`src/rtl/scv_hmi_matrix_if.sv`:
```
// CPU-side port bundle for scv_hmi_matrix.
//   PA_I      : CPU port A row select, active-low (CPU -> matrix)
//   PB_O      : CPU port B column data, active-low, 1 = released (matrix -> CPU)
//   PAUSE_IRQ : latched pause request to CPU INT0 (matrix -> CPU)
//   PAUSE_ACK : one-CLK pulse that clears PAUSE_IRQ (CPU -> matrix)
// master = CPU side, slave = matrix side.
interface scv_hmi_matrix_if;
    logic [7:0] PA_I;
    logic [7:0] PB_O;
    logic       PAUSE_IRQ;
    logic       PAUSE_ACK;

    modport master (output PA_I, output PAUSE_ACK, input PB_O, input PAUSE_IRQ);
    modport slave  (input PA_I, input PAUSE_ACK, output PB_O, output PAUSE_IRQ);
endinterface

```
`src/rtl/scv_hmi_matrix.sv`:
```
// SCV HMI key matrix.
// Synchronises and debounces the raw host inputs, presents them as the active-low key
// matrix the CPU scans (row select on PA_I, column data on PB_O), and latches a pause
// interrupt request on the debounced rising edge of PAUSE.
//
// Ports:
//   CLK      : system clock, rising edge
//   RES      : synchronous reset, active-high
//   CE       : one-CLK tick enable for debounce and autofire
//   HMI      : raw inputs, 1 = pressed. Bit map:
//              [0] c1.l [1] c1.u [2] c1.d [3] c1.r [4] c1.t1 [5] c1.t2
//              [6] c2.l [7] c2.u [8] c2.d [9] c2.r [10] c2.t1 [11] c2.t2
//              [21:12] num[9:0]  [22] cl  [23] en  [24] pause
//   AUTOFIRE : [0] c1, [1] c2 autofire select (only with SCV_HMI_AUTOFIRE_EN)
//   cpu      : PA_I / PB_O / PAUSE_IRQ / PAUSE_ACK bundle (slave modport)
//
// Build option: define SCV_HMI_AUTOFIRE_EN to add the AUTOFIRE port and t1 autofire gating.
module scv_hmi_matrix #(
    parameter int unsigned DB_TICKS = 4,
    parameter int unsigned AF_HALF  = 8
) (
    input  logic        CLK,
    input  logic        RES,
    input  logic        CE,
    input  logic [24:0] HMI,
`ifdef SCV_HMI_AUTOFIRE_EN
    input  logic [1:0]  AUTOFIRE,
`endif
    scv_hmi_matrix_if.slave cpu
);

    if (DB_TICKS < 1 || DB_TICKS > 15 || AF_HALF < 1 || AF_HALF > 255) begin : g_bad_param
        $error("scv_hmi_matrix: DB_TICKS or AF_HALF out of range");
    end

    localparam logic [3:0] DB_MAX = 4'(DB_TICKS - 1);

    localparam logic ST_IDLE = 1'b0;
    localparam logic ST_PEND = 1'b1;

    logic [24:0]      sync1_q, sync2_q;
    logic [24:0]      db_q, db_d;
    logic [24:0][3:0] cnt_q, cnt_d;
    logic             state_q, state_d;
    logic [7:0]       pb_q, pb_d;
    logic [1:0]       t1_eff;
    logic [24:0]      key;
    logic [3:0]       row [8];
    logic [3:0]       hit;

    // Debounce: a bit must disagree with its debounced value for DB_TICKS
    // consecutive CE ticks before it is accepted.
    always_comb begin
        db_d  = db_q;
        cnt_d = cnt_q;
        if (CE) begin
            for (int i = 0; i < 25; i++) begin
                if (sync2_q[i] == db_q[i]) begin
                    cnt_d[i] = 4'd0;
                end else if (cnt_q[i] == DB_MAX) begin
                    db_d[i]  = sync2_q[i];
                    cnt_d[i] = 4'd0;
                end else begin
                    cnt_d[i] = cnt_q[i] + 4'd1;
                end
            end
        end
    end

`ifdef SCV_HMI_AUTOFIRE_EN
    localparam logic [7:0] AF_MAX = 8'(AF_HALF - 1);

    logic [1:0]      phase_q, phase_d;
    logic [1:0][7:0] af_cnt_q, af_cnt_d;

    // Phase idles at 1 so a fresh press starts in the pressed half-period.
    always_comb begin
        phase_d  = phase_q;
        af_cnt_d = af_cnt_q;
        for (int c = 0; c < 2; c++) begin
            if (!(AUTOFIRE[c] && db_q[4 + 6 * c])) begin
                phase_d[c]  = 1'b1;
                af_cnt_d[c] = 8'd0;
            end else if (CE) begin
                if (af_cnt_q[c] == AF_MAX) begin
                    phase_d[c]  = ~phase_q[c];
                    af_cnt_d[c] = 8'd0;
                end else begin
                    af_cnt_d[c] = af_cnt_q[c] + 8'd1;
                end
            end
        end
    end

    always_ff @(posedge CLK) begin
        if (RES) begin
            phase_q  <= 2'b00;
            af_cnt_q <= '0;
        end else begin
            phase_q  <= phase_d;
            af_cnt_q <= af_cnt_d;
        end
    end

    assign t1_eff = {db_q[10] & phase_q[1], db_q[4] & phase_q[0]};
`else
    assign t1_eff = {db_q[10], db_q[4]};
`endif

    // Matrix rows as active-high "pressed" nibbles mapped onto PB[3:0].
    always_comb begin
        key     = db_q;
        key[4]  = t1_eff[0];
        key[10] = t1_eff[1];
        row[0]  = {key[7], key[6], key[1], key[0]};
        row[1]  = {key[9], key[8], key[3], key[2]};
        row[2]  = {key[11], key[10], key[5], key[4]};
        row[3]  = key[15:12];
        row[4]  = key[19:16];
        row[5]  = key[23:20];
        row[6]  = 4'h0;
        row[7]  = 4'h0;
        hit     = 4'h0;
        for (int r = 0; r < 8; r++) begin
            if (!cpu.PA_I[r]) hit = hit | row[r];
        end
        pb_d = {4'hF, ~hit};
    end

    // Pause FSM; the rising edge is taken from the debounce next-state so the
    // request appears on the same edge that accepts the press. Set beats ack.
    always_comb begin
        state_d = state_q;
        if (db_d[24] && !db_q[24]) begin
            state_d = ST_PEND;
        end else if (state_q == ST_PEND && cpu.PAUSE_ACK) begin
            state_d = ST_IDLE;
        end
    end

    always_ff @(posedge CLK) begin
        if (RES) begin
            sync1_q <= '0;
            sync2_q <= '0;
            db_q    <= '0;
            cnt_q   <= '0;
            state_q <= ST_IDLE;
            pb_q    <= 8'hFF;
        end else begin
            sync1_q <= HMI;
            sync2_q <= sync1_q;
            db_q    <= db_d;
            cnt_q   <= cnt_d;
            state_q <= state_d;
            pb_q    <= pb_d;
        end
    end

    assign cpu.PB_O      = pb_q;
    assign cpu.PAUSE_IRQ = (state_q == ST_PEND);

endmodule

```
`src/flat_wrapper.sv`:
```
// flat-port wrapper written by rule: the top's interface ports become plain ports
module scv_hmi_matrix_flat 
#(
    parameter int unsigned DB_TICKS = 4,
    parameter int unsigned AF_HALF  = 8
)
  (CLK, RES, CE, HMI, cpu_PA_I, cpu_PAUSE_ACK, cpu_PB_O, cpu_PAUSE_IRQ);
  scv_hmi_matrix_if cpu_i ();
  input  logic CLK;
  input  logic RES;
  input  logic CE;
  input  logic [24:0] HMI;
  input wire logic [$bits(cpu_i.PA_I)-1:0] cpu_PA_I;
  input wire logic [$bits(cpu_i.PAUSE_ACK)-1:0] cpu_PAUSE_ACK;
  output wire logic [$bits(cpu_i.PB_O)-1:0] cpu_PB_O;
  output wire logic [$bits(cpu_i.PAUSE_IRQ)-1:0] cpu_PAUSE_IRQ;
  assign cpu_i.PA_I = cpu_PA_I;
  assign cpu_i.PAUSE_ACK = cpu_PAUSE_ACK;
  assign cpu_PB_O = cpu_i.PB_O;
  assign cpu_PAUSE_IRQ = cpu_i.PAUSE_IRQ;
  scv_hmi_matrix #(.DB_TICKS(DB_TICKS), .AF_HALF(AF_HALF)) u_core (.CLK(CLK), .RES(RES), .CE(CE), .HMI(HMI), .cpu(cpu_i));
endmodule
```
`config.mk`:
```
export PLATFORM = sky130hd
export DESIGN_NAME = scv_hmi_matrix_flat
export DESIGN_NICKNAME = d
export VERILOG_FILES = /design/src/rtl/scv_hmi_matrix_if.sv /design/src/rtl/scv_hmi_matrix.sv /design/src/flat_wrapper.sv
export SDC_FILE = /design/constraint.sdc
export NUM_CORES = 1
export LEC_CHECK = 0
export ABC_CLOCK_PERIOD_IN_PS = 1200
export BUFFER_PORTS_ARGS = -buffer_cell sky130_fd_sc_hd__buf_2
export CAP_MARGIN = 20
export CORE_MARGIN = 2
export CORE_UTILIZATION = 55
export CTS_CLUSTER_DIAMETER = 120
export CTS_CLUSTER_SIZE = 12
export DETAILED_ROUTE_END_ITERATION = 10
export GPL_TIMING_DRIVEN = 0
export PLACE_DENSITY = 0.79
export SETUP_SLACK_MARGIN = 0.3
export SLEW_MARGIN = 20
export SYNTH_ARGS = -nofsm -noshare
export SYNTH_HDL_FRONTEND = slang
export SYNTH_SLANG_ARGS = --single-unit
export TNS_END_PERCENT = 50
```
`constraint.sdc`:
```
create_clock -name CLK -period 1.2 [get_ports CLK]
set_clock_uncertainty 0.05 [all_clocks]
set_input_delay 0.12 -clock CLK [delete_from_list [all_inputs] [get_ports CLK]]
set_output_delay 0.12 -clock CLK [all_outputs]
set_load 0.02 [all_outputs]
```
==> results of run 1 <==
## worst min-delay path by stage
stage,slack (ns),depth (start not counted),start,end
floorplan,0.20,1,HMI[0],u_core.sync1_q[0]$_SDFF_PP0_
global placement,0.28,2,HMI[21],u_core.sync1_q[21]$_SDFF_PP0_
detailed placement,0.28,2,HMI[9],u_core.sync1_q[9]$_SDFF_PP0_
CTS,0.03,4,RES,u_core.cnt_q[2]$_SDFFE_PP0P_
global route,0.04,4,RES,u_core.cnt_q[2]$_SDFFE_PP0P_
finish,0.02,4,RES,u_core.cnt_q[2]$_SDFFE_PP0P_
## state kept, by name (all words and copies together) (netlist names)
signal,count
u_core.sync1_q,25
u_core.cpu.PAUSE_IRQ,1
u_core.sync2_q,25
u_core.cpu.PB_O,4
u_core.db_q,25
u_core.cnt_q,100
## worst register-to-register path, cell delays in order, from the launching register on
cell,delay (ns)
dfxtp_4,0.39
ha_4,0.17
and4bb_1,0.26
mux2i_1,0.26
nor2_1,0.08
## repair_timing
action,in CTS,in global routing
buffers inserted,33,39
pin swaps,167,155
endpoints found under the setup margin,136,139
hold endpoints to repair,26,0
hold buffers,26,0
gates resized for setup,264,178
## area by class of cell
| type | instances | area [sq um] |
|---|---|---|
| diodes | 1 | 2.502 |
| plain buffers | 51 | 291.5 |
| clock buffers | 17 | 425.4 |
| clock inverters | 14 | 225.2 |
| fillers | 578 | 1812 |
| inverters | 80 | 320.3 |
| multi-input cells | 592 | 6132 |
| flip-flops and latches | 180 | 4013 |
| well taps | 184 | 230.2 |
| repair buffers | 135 | 1137 |
## per-layer routing
layer,vias to the layer above,global-route usage
met2,688,0.5322
met1,4095,0.3982
met4,0,0.1357
met5,-,0
met3,267,0.06580
li1,3494,-
## power by group
group	switching, W	internal (W)
sequential	0.000110	0.00589
combinational	0.000743	0.000514
clock	0.00269	0.00371
## cell families (layout without fill, tap and decap cells)
| logic type | Yosys count | in the layout | synth area share |
|---|---|---|---|
| AO/OA/AOI/OAI | 190 | 190 | 0.1571 |
| XOR/XNOR | 26 | 26 | 0.02755 |
| adder cells (fa/ha/maj) | 25 | 25 | 0.03784 |
| buffers and inverters | 131 | 297 | 0.06327 |
| flip-flops | 180 | 180 | 0.4360 |
| multiplexers | 25 | 25 | 0.03028 |
| other | 1 | 5 | 0.0004537 |
| AND/OR/NAND/NOR | 322 | 322 | 0.2475 |
## synth_stat cells, drive strengths merged (2+ instances only)
library cell	instances
o22ai	13
nand3	59
dfxtp	180
o32ai	31
nand4	15
and4bb	23
mux2i	25
inv	80
nor2	25
nor4bb	10
ha	25
nand4b	2
a31oi	9
o311ai	23
buf	22
o21ai	9
nand2	26
nand2b	53
a21boi	40
xor2	25
clkbuf	29
nand4bb	8
a21oi	59
nor2b	81
o31ai	4
or3	16
## stage by stage
stage | cells | hold slack (ns) | util
5_1_grt | 1254 | 0.03956 | 0.8758
3_5_place_dp | 1124 | 0.2836 | 0.6498
3_3_place_gp | 1124 | 0.2760 | 0.6498
6_report | 1254 | 0.01938 | 0.8758
4_1_cts | 1214 | 0.02981 | 0.7967
2_1_floorplan | 903 | 0.1982 | -
==> reports/metrics.cfg, run 1 <==
[cts]
cts-htree-levels = 4
cts_buffers = 17
cts_sinks = 180
clockRootBuffer = clkbuf_16
clk_pin_slew_ns = 0.07
clk_latency_ns = 0.47
clk_path_buf_depth = 2
cts_tree = yes

[pwr]
p_leak_nw = 4.189
p_per_area_mw_per_mm2 = 1069
max-vdd-ir-drop_mv = 1.149
finalPower_w = 0.01366

[finish]
final_cell_area_sq_mm = 0.01278
mostFrequentLayoutCell = dfxtp_4
finalNetCount = 1119
synthToLayoutAreaGrowth_pct = 54.59
final_cell_mix = dfxtp_4, nor2b_1, nand2b_1
drive_above_1_share = 0.5351

[critical_path]
critPathKind = reg -> reg
slowest_delay_ns = 0.39
worstSetupStartpoint = u_core.cnt_q[72]$_SDFFE_PP0P_
start_kind = flip-flop
path_cells = ha_4 -> and4bb_1 -> mux2i_1 -> nor2_1
required_ns = 1.50
cp.arrival_ns = 1.62
critPathMaxFanout = 4
reg2reg_slack_ns = -0.12
cp-endpoint = u_core.db_q[18]$_SDFFE_PP0P_
slowest_stage = dfxtp_4
r2r_end = u_core.db_q[18]$_SDFFE_PP0P_
cp_num_buf_inv = 0
r2r_start = u_core.cnt_q[72]$_SDFFE_PP0P_
cp.depth = 4
end_kind = flip-flop
ff2ff_path_depth = 4
crit_family = flip-flops

[global_route]
grt_pass1_wl_mm = 39.84
grt_pass1_vias = 7686
track_usage = 0.3176
grt_max_degree = 17
gr-total-overflow = 0
antenna_found_initial = 1

[sta]
hold_viol_final = 0
fmaxAchievable_mhz = 757.9
relSlewSlack = 0.3583
setup_ws_ns = -0.1194
fin_crit_sh = 1.099
setup_violations = 25
tightest_slew_ns = 0.9626
period_needed_ns = 1.319
slew_viol_final = 0
finalSetupTns_ns = -1.234
rsz0062_at_grt = true

[logic_synthesis]
synth-seq-cells = 180
synthCells = 900
synth_area_sq_mm = 0.008265
yosysTopAreaCellShare = 0.4360
ys_warn_count = 0
yosysSeqAreaShare = 0.4360
synth.top_cells.by_area = dfxtp_1, nor2b_1, nand2b_1
synth.distinct_cells = 39
avgSynthCellArea_sq_um = 9.184
synthArstFlopShare = 0
netlist.top_cell.by_area = dfxtp_1
synth_edf_count = 0
synthFlopType = dfxtp_1

[route]
met2_length_mm = 15.21
m1WireLength_mm = 12.21
ant_nets = 0
drtPass1Iterations = 6
wl_met3_mm = 3.377
drc = 0
dr.first_iter.drc_count = 1275
vias_per_cell = 6.813
top_layer_used = met4
routed_wl_mm = 33.27
wl_per_cell_microns = 26.53
num_vias = 8544

[min_path]
hold_path_class = in -> reg

[die]
io_pins = 46
rows = 44
fp.dieW_microns = 126.6
die_y_microns = 126.6
dieArea_sq_mm = 0.01603
core_sq_mm = 0.01459
start_util = 0.5666

[status]
violations = negative setup slack
status = complete, but fails checks

[placement]
dpl_cell_area_sq_mm = 0.009480
preCtsSetupSlack_ns = -0.4783
dp_hpwl_mm = 14.38
portBuffers = 37
gp_congestion = 0.8622

[flow_run]
cap_violations = 0

(Power assumes the default switching activity.)
==> inputs of run 2 (changes only) <==
--- a/config.mk
+++ b/config.mk
@@ -5,6 +5,7 @@
 export SDC_FILE = /design/constraint.sdc
 export NUM_CORES = 1
 export LEC_CHECK = 0
+export ABC_AREA = 1
 export ABC_CLOCK_PERIOD_IN_PS = 1200
 export BUFFER_PORTS_ARGS = -buffer_cell sky130_fd_sc_hd__buf_2
 export CAP_MARGIN = 20
==> run 2 against run 1 <==
The flow now finishes without violations. Clock-buffer cell count rose by 1. Critical endpoint is now u_core.cnt_q[50]$_SDFFE_PP0P_. Non-clock buffer count fell by 30. Power fell by 8.7%. Fmax rose by 18%. Combinational power fell by 29%. Critical path depth rose by 2. Via count fell by 5.8%. Synthesized cell count rose by 23%. Critical path type unchanged. Largest power group is now sequential cells. Routed wire length fell by 29%. Largest cell class unchanged. Global-route usage fell by 3.4 points. Sequential power rose by 1%.
==> reports/metrics.cfg, run 2 <==
[critical_path]
required_ns = 1.53  ; +0.03 ns
critPathKind = reg -> reg
cp.arrival_ns = 1.45  ; -0.17 ns
critPathMaxFanout = 3  ; -1
start_kind = flip-flop
end_kind = flip-flop

[placement]
dp_hpwl_mm = 13.41  ; -6.8%
gp_congestion = 0.8647  ; +0.29%
portBuffers = 37  ; unchanged
dpl_cell_area_sq_mm = 0.009002  ; -5.0%

[die]
fp.dieW_microns = 125.7  ; -0.74%
rows = 44  ; unchanged
core_sq_mm = 0.01448  ; -0.75%
io_pins = 46  ; unchanged
start_util = 0.5622  ; -0.004333
dieArea_sq_mm = 0.01579  ; -1.5%
die_y_microns = 125.7  ; -0.74%

[min_path]
hold_path_class = in -> reg

[logic_synthesis]
synth.most_common_cell = nand2_1
synth_edf_count = 0  ; unchanged
avgSynthCellArea_sq_um = 7.334  ; -20%
yosysSeqAreaShare = 0.4427  ; +0.006701
synth.top_cells.by_area = dfxtp_1, nand2_1, inv_1
synth_area_sq_mm = 0.008140  ; -1.5%
synthFlopType = dfxtp_1
yosysTopAreaCellShare = 0.4427  ; +0.006701
synthTopCellsByCount = nand2_1, dfxtp_1, inv_1
synth-seq-cells = 180  ; unchanged
netlist.top_cell.by_area = dfxtp_1
ys_warn_count = 0  ; unchanged
synth.distinct_cells = 22  ; -44%
synthArstFlopShare = 0  ; unchanged
synthCells = 1110  ; +23%

[sta]
hold_viol_final = 0  ; unchanged
relSlewSlack = 0.4670  ; +0.1088
setup_violations = 0  ; -100%
tightest_slew_ns = 0.7994  ; -0.1632 ns
fin_crit_sh = 0.9332  ; -0.1663
finalSetupTns_ns = 0  ; +1.234 ns
fmaxAchievable_mhz = 893.0  ; +18%
period_needed_ns = 1.120  ; -0.1995 ns
slew_viol_final = 0  ; unchanged
rsz0062_at_grt = true

[flow_run]
cap_violations = 0  ; unchanged

[cts]
clk_path_buf_depth = 2  ; unchanged
cts-htree-levels = 4  ; unchanged
clockRootBuffer = clkbuf_16
clk_latency_ns = 0.45  ; -0.02 ns
cts_buffers = 17  ; unchanged
cts_tree = yes
cts_sinks = 180  ; unchanged
clk_pin_slew_ns = 0.07  ; about the same

[global_route]
antenna_found_initial = 0  ; -1
grt_pass1_vias = 7553  ; -1.7%
grt_max_degree = 18  ; +1
grt_pass1_wl_mm = 35.91  ; -9.9%
gr-total-overflow = 0  ; unchanged
track_usage = 0.2836  ; -0.03400

[finish]
finalNetCount = 1305  ; +17%
final_cell_area_sq_mm = 0.01117  ; -13%
largest_reg_flops = 100  ; unchanged
mostFrequentLayoutCell = nand2_1
final_cell_mix = nand2_1, inv_1, dfxtp_1
antennaDiodeCount = 0  ; -1
synthToLayoutAreaGrowth_pct = 37.24
drive_above_1_share = 0.3782  ; -0.1569
regMostFlops = u_core.cnt_q

[status]
status = finished, final reports clean

[pwr]
p_leak_nw = 4.574  ; +9.2%
p_per_area_mw_per_mm2 = 1117  ; +4.4%
max-vdd-ir-drop_mv = 1.233  ; +7.3%

[route]
dr.first_iter.drc_count = 676  ; -47%
vias_per_cell = 5.591  ; -18%
wl_per_cell_microns = 16.45  ; -38%
ant_nets = 0  ; unchanged
drc = 0  ; unchanged
drtPass1Iterations = 7  ; +1
routed_wl_mm = 23.68  ; -29%
num_vias = 8051  ; -5.8%

run 2: worst paths after layout:
kind                                 startpoint                            end  slack (ns)  depth (start not counted)
setup / recovery   u_core.db_q[12]$_SDFFE_PP0P_  u_core.cnt_q[50]$_SDFFE_PP0P_        0.08                          6
hold / removal                      cpu_PA_I[4]  u_core.cpu.PB_O[1]$_SDFF_PP1_        0.08                          5
setup reg to reg   u_core.db_q[12]$_SDFFE_PP0P_  u_core.cnt_q[50]$_SDFFE_PP0P_        0.08                          6
hold reg to reg   u_core.sync1_q[21]$_SDFF_PP0_  u_core.sync2_q[21]$_SDFF_PP0_        0.35                          2
run 2: timing repair:
item                                    CTS  global route
pin swaps                                27            55
endpoints found under the setup margin  135           135
gates resized for setup                 144           172
buffers inserted                         43             5
endpoints found under the hold margin    26             0
hold buffers                             26             0
run 2: area by class of cell:
cell class	instances	area, sq um
multi-input cells	733	4802
flip-flops and latches	180	3851
fillers	916	3307
repair buffers	111	840.8
inverters	155	624.3
clock buffers	18	429.2
plain buffers	45	251.5
well taps	184	230.2
clock inverters	14	142.6
run 2: cells by family (layout without fill, tap and decap cells):
family / count (synthesis) / after routing / share of synthesized area
AOI/OAI and AO/OA: 163 / 163 / 0.1097
xor gates and xnor gates: 25 / 25 / 0.02690
adders and majority gates: 25 / 25 / 0.03843
buffers and inverters: 200 / 343 / 0.1024
DFF: 180 / 180 / 0.4427
other: 1 / 4 / 0.0004607
and+or+nand+nor: 516 / 516 / 0.2794
run 2: critical path: stages (launching register included):
cell     delay (ns)
dfxtp_1        0.35
inv_1          0.08
nand2_1        0.10
nand3_2        0.10
nor2_4         0.16
nand2_1        0.08
a21oi_2        0.12
run 2: power by group:
group          switching (W)  total (W)  internal (W)
sequential         0.0000712    0.00607       0.00600
clock                0.00259    0.00551       0.00292
combinational       0.000565   0.000897      0.000332
run 2: metrics by stage:
step | utilization | power (W) | hold slack, ns | std cells | worst slack (ns)
floorplan | - | 0.006709 | 0.1770 | 1113 | 0.2440
global placement | 0.6218 | 0.006962 | 0.2690 | 1334 | -0.05716
detailed placement | 0.6218 | 0.006979 | 0.2752 | 1334 | -0.07466
CTS | 0.7334 | 0.01240 | 0.04966 | 1435 | 0.1328
global route | 0.7716 | 0.01285 | 0.09926 | 1440 | 0.05070
finish | 0.7716 | 0.01247 | 0.07857 | 1440 | 0.08015
run 2: routing by layer:
metal / wire [microns] / share of wire / track usage / vias to the layer above
met2: 12300 / 0.52 / 0.4979 / 319
met4: 488 / 0.021 / 0.1059 / 0
li1: - / - / - / 3842
met1: 9510 / 0.40 / 0.3434 / 3849
met3: 1386 / 0.059 / 0.05820 / 41
met5: 0 / 0 / 0 / -
==> inputs of run 3 (changes only) <==
--- a/config.mk
+++ b/config.mk
@@ -5,7 +5,6 @@
 export SDC_FILE = /design/constraint.sdc
 export NUM_CORES = 1
 export LEC_CHECK = 0
-export ABC_AREA = 1
 export ABC_CLOCK_PERIOD_IN_PS = 1200
 export BUFFER_PORTS_ARGS = -buffer_cell sky130_fd_sc_hd__buf_2
 export CAP_MARGIN = 20
@@ -15,7 +14,7 @@
 export CTS_CLUSTER_SIZE = 12
 export DETAILED_ROUTE_END_ITERATION = 10
 export GPL_TIMING_DRIVEN = 0
-export PLACE_DENSITY = 0.79
+export PLACE_DENSITY = 0.77
 export SETUP_SLACK_MARGIN = 0.3
 export SLEW_MARGIN = 20
 export SYNTH_ARGS = -nofsm -noshare
==> run 3 against run 2 <==
The run now ends with negative setup slack left. Largest power group is now clock. Global-route usage rose by 3.9 points. First-iteration DRC count rose by 51%. Sequential power fell by 1%. Combinational power rose by 40%. Sequential cell count did not move. Utilization rose by 11 points.
==> reports/metrics.cfg, run 3 (synthesis results as in run 1) <==
[status]
status = complete, but fails checks
violations = negative setup slack

[critical_path]
cp_num_buf_inv = 0  ; -1
path_cells = ha_4 -> nor4bb_4 -> mux2i_1 -> nor2_1
slowest_stage = dfxtp_4
start_kind = flip-flop
crit_family = flip-flops
critPathKind = reg -> reg
slowest_delay_ns = 0.37  ; +0.02 ns
cp.arrival_ns = 1.55  ; +0.10 ns
required_ns = 1.44  ; -0.09 ns
end_kind = flip-flop
critPathMaxFanout = 3  ; unchanged

[global_route]
track_usage = 0.3231  ; +0.03941
grt_pass1_vias = 7574  ; +0.28%
gr-total-overflow = 0  ; unchanged
grt_pass1_wl_mm = 40.05  ; +12%
antenna_found_initial = 0  ; unchanged
grt_max_degree = 17  ; -1

[finish]
regMostFlops = u_core.cnt_q
final_cells = 1272  ; -12%
mostFrequentLayoutCell = dfxtp_4
antennaDiodeCount = 0  ; unchanged
final_util = 0.8858  ; +0.1142
synthToLayoutAreaGrowth_pct = 56.34
finalNetCount = 1137  ; -13%
fillers = 570  ; -38%
drive_above_1_share = 0.5404  ; +0.1623
final_cell_area_sq_mm = 0.01292  ; +16%
largest_reg_flops = 100  ; unchanged
regArea_sq_mm = 0.004014  ; +4.2%
final_cell_mix = dfxtp_4, nor2b_1, nand2b_1
multi_input_comb_area_sq_mm = 0.006100  ; +27%

[placement]
dpl_cell_area_sq_mm = 0.009480  ; +5.3%
portBuffers = 37  ; unchanged
placed_cells = 1124  ; -16%
gp_congestion = 0.8399  ; -2.9%
dp_hpwl_mm = 14.20  ; +5.9%

[pwr]
max-vdd-ir-drop_mv = 1.187  ; -3.7%
p_leak_nw = 4.288  ; -6.2%
p_comb_frac = 0.094  ; +0.022
clkPwrFrac = 0.456  ; +0.014
p_per_area_mw_per_mm2 = 1032  ; -7.6%
internal_power_w = 0.009842  ; +6.4%
p_sw_w = 0.003492  ; +8.2%
switching_share = 0.2619  ; +0.003266
seq_power_share = 0.450  ; -0.037

[cts]
cts_sinks = 180  ; unchanged
clk_pin_slew_ns = 0.07  ; about the same
clk_path_buf_depth = 2  ; unchanged
cts_tree = yes
cts_buffers = 17  ; unchanged
clk_latency_ns = 0.46  ; about the same
clockRootBuffer = clkbuf_16
cts-htree-levels = 4  ; unchanged

[route]
ant_nets = 0  ; unchanged
dr.first_iter.drc_count = 1020  ; +51%
top_layer_used = met4
num_vias = 8321  ; +3.4%
wl_met3_mm = 2.691  ; +94%
drc = 0  ; unchanged
met2_length_mm = 15.75  ; +28%
drtPass1Iterations = 6  ; -1
vias_per_cell = 6.542  ; +17%
wl_per_cell_microns = 25.33  ; +54%
routed_wl_mm = 32.22  ; +36%
m1WireLength_mm = 11.80  ; +24%

[die]
die_y_microns = 126.6  ; +0.74%
start_util = 0.5666  ; +0.004333
io_pins = 46  ; unchanged
dieArea_sq_mm = 0.01603  ; +1.5%
core_sq_mm = 0.01459  ; +0.76%
fp.dieW_microns = 126.6  ; +0.74%
rows = 44  ; unchanged

[sta]
relSlewSlack = 0.3949  ; -0.07213
hold_viol_final = 0  ; unchanged
fmaxAchievable_mhz = 763.6  ; -14%
setup_ws_ns = -0.1095  ; -0.1897 ns
setup_violations = 16  ; +16
rsz0062_at_grt = true
fin_crit_sh = 1.091  ; +0.1580
period_needed_ns = 1.310  ; +0.1897 ns
slew_viol_final = 0  ; unchanged
tightest_slew_ns = 0.9076  ; +0.1082 ns

[flow_run]
cap_violations = 0  ; unchanged

[min_path]
hold_path_class = in -> reg

[run 3: per-layer routing]
metal / up-vias / track usage
met4: 0 / 0.1280
met2: 577 / 0.5533
met3: 184 / 0.05230
li1: 3523 / -
met1: 4037 / 0.4083
met5: - / 0
[run 3: power groups by stage]
stage | combinational, W | clock (W) | sequential, W
floorplan | 0.000499 | 0 | 0.00628
global placement | 0.000785 | 0 | 0.00629
detailed placement | 0.000796 | 0 | 0.00630
CTS | 0.000995 | 0.00594 | 0.00602
global route | 0.00129 | 0.00632 | 0.00600
finish | 0.00126 | 0.00608 | 0.00600
[run 3: what timing repair did]
item / 4_1_cts / 5_1_grt
hold endpoints to repair: 26 / 0
setup buffers: 44 / 46
setup endpoints to repair: 137 / 155
pin swaps: 167 / 172
hold buffers: 26 / 0
resized for setup: 266 / 187
[run 3: worst min-delay path: stages]
cell     delay [ns]
buf_2          0.16
o22ai_4        0.13
o31ai_2        0.09
[run 3: through the flow]
stage | worst slack [ns] | hold slack, ns | power, W | setup TNS, ns
final | -0.1095 | 0.05902 | 0.01333 | -0.6550
after global routing | -0.1349 | 0.04860 | 0.01361 | -1.301
after CTS | -0.01002 | 0.01517 | 0.01295 | -0.01658
after detailed placement | -0.4619 | 0.2816 | 0.007091 | -22.92
after global placement | -0.4687 | 0.2773 | 0.007077 | -21.52
after floorplan | 0.05084 | 0.1982 | 0.006777 | 0
[run 3: final timing paths]
path                                    to  cells after the start                           from  slack (ns)
max            u_core.db_q[0]$_SDFFE_PP0P_                      4   u_core.cnt_q[0]$_SDFFE_PP0P_       -0.11
min          u_core.cpu.PB_O[2]$_SDFF_PP1_                      3                    cpu_PA_I[4]        0.06
max reg2reg    u_core.db_q[0]$_SDFFE_PP0P_                      4   u_core.cnt_q[0]$_SDFFE_PP0P_       -0.11
min reg2reg  u_core.sync2_q[20]$_SDFF_PP0_                      1  u_core.sync1_q[20]$_SDFF_PP0_        0.39
[run 3: final cells by class]
cell class / count / area share
buffer: 51 / 0.02237
clock buffer: 19 / 0.03505
clock inverter: 13 / 0.01307
inverter: 80 / 0.02614
multi-input combinational: 592 / 0.4720
sequential: 180 / 0.3106
tap: 184 / 0.01782
timing repair buffer: 153 / 0.1029
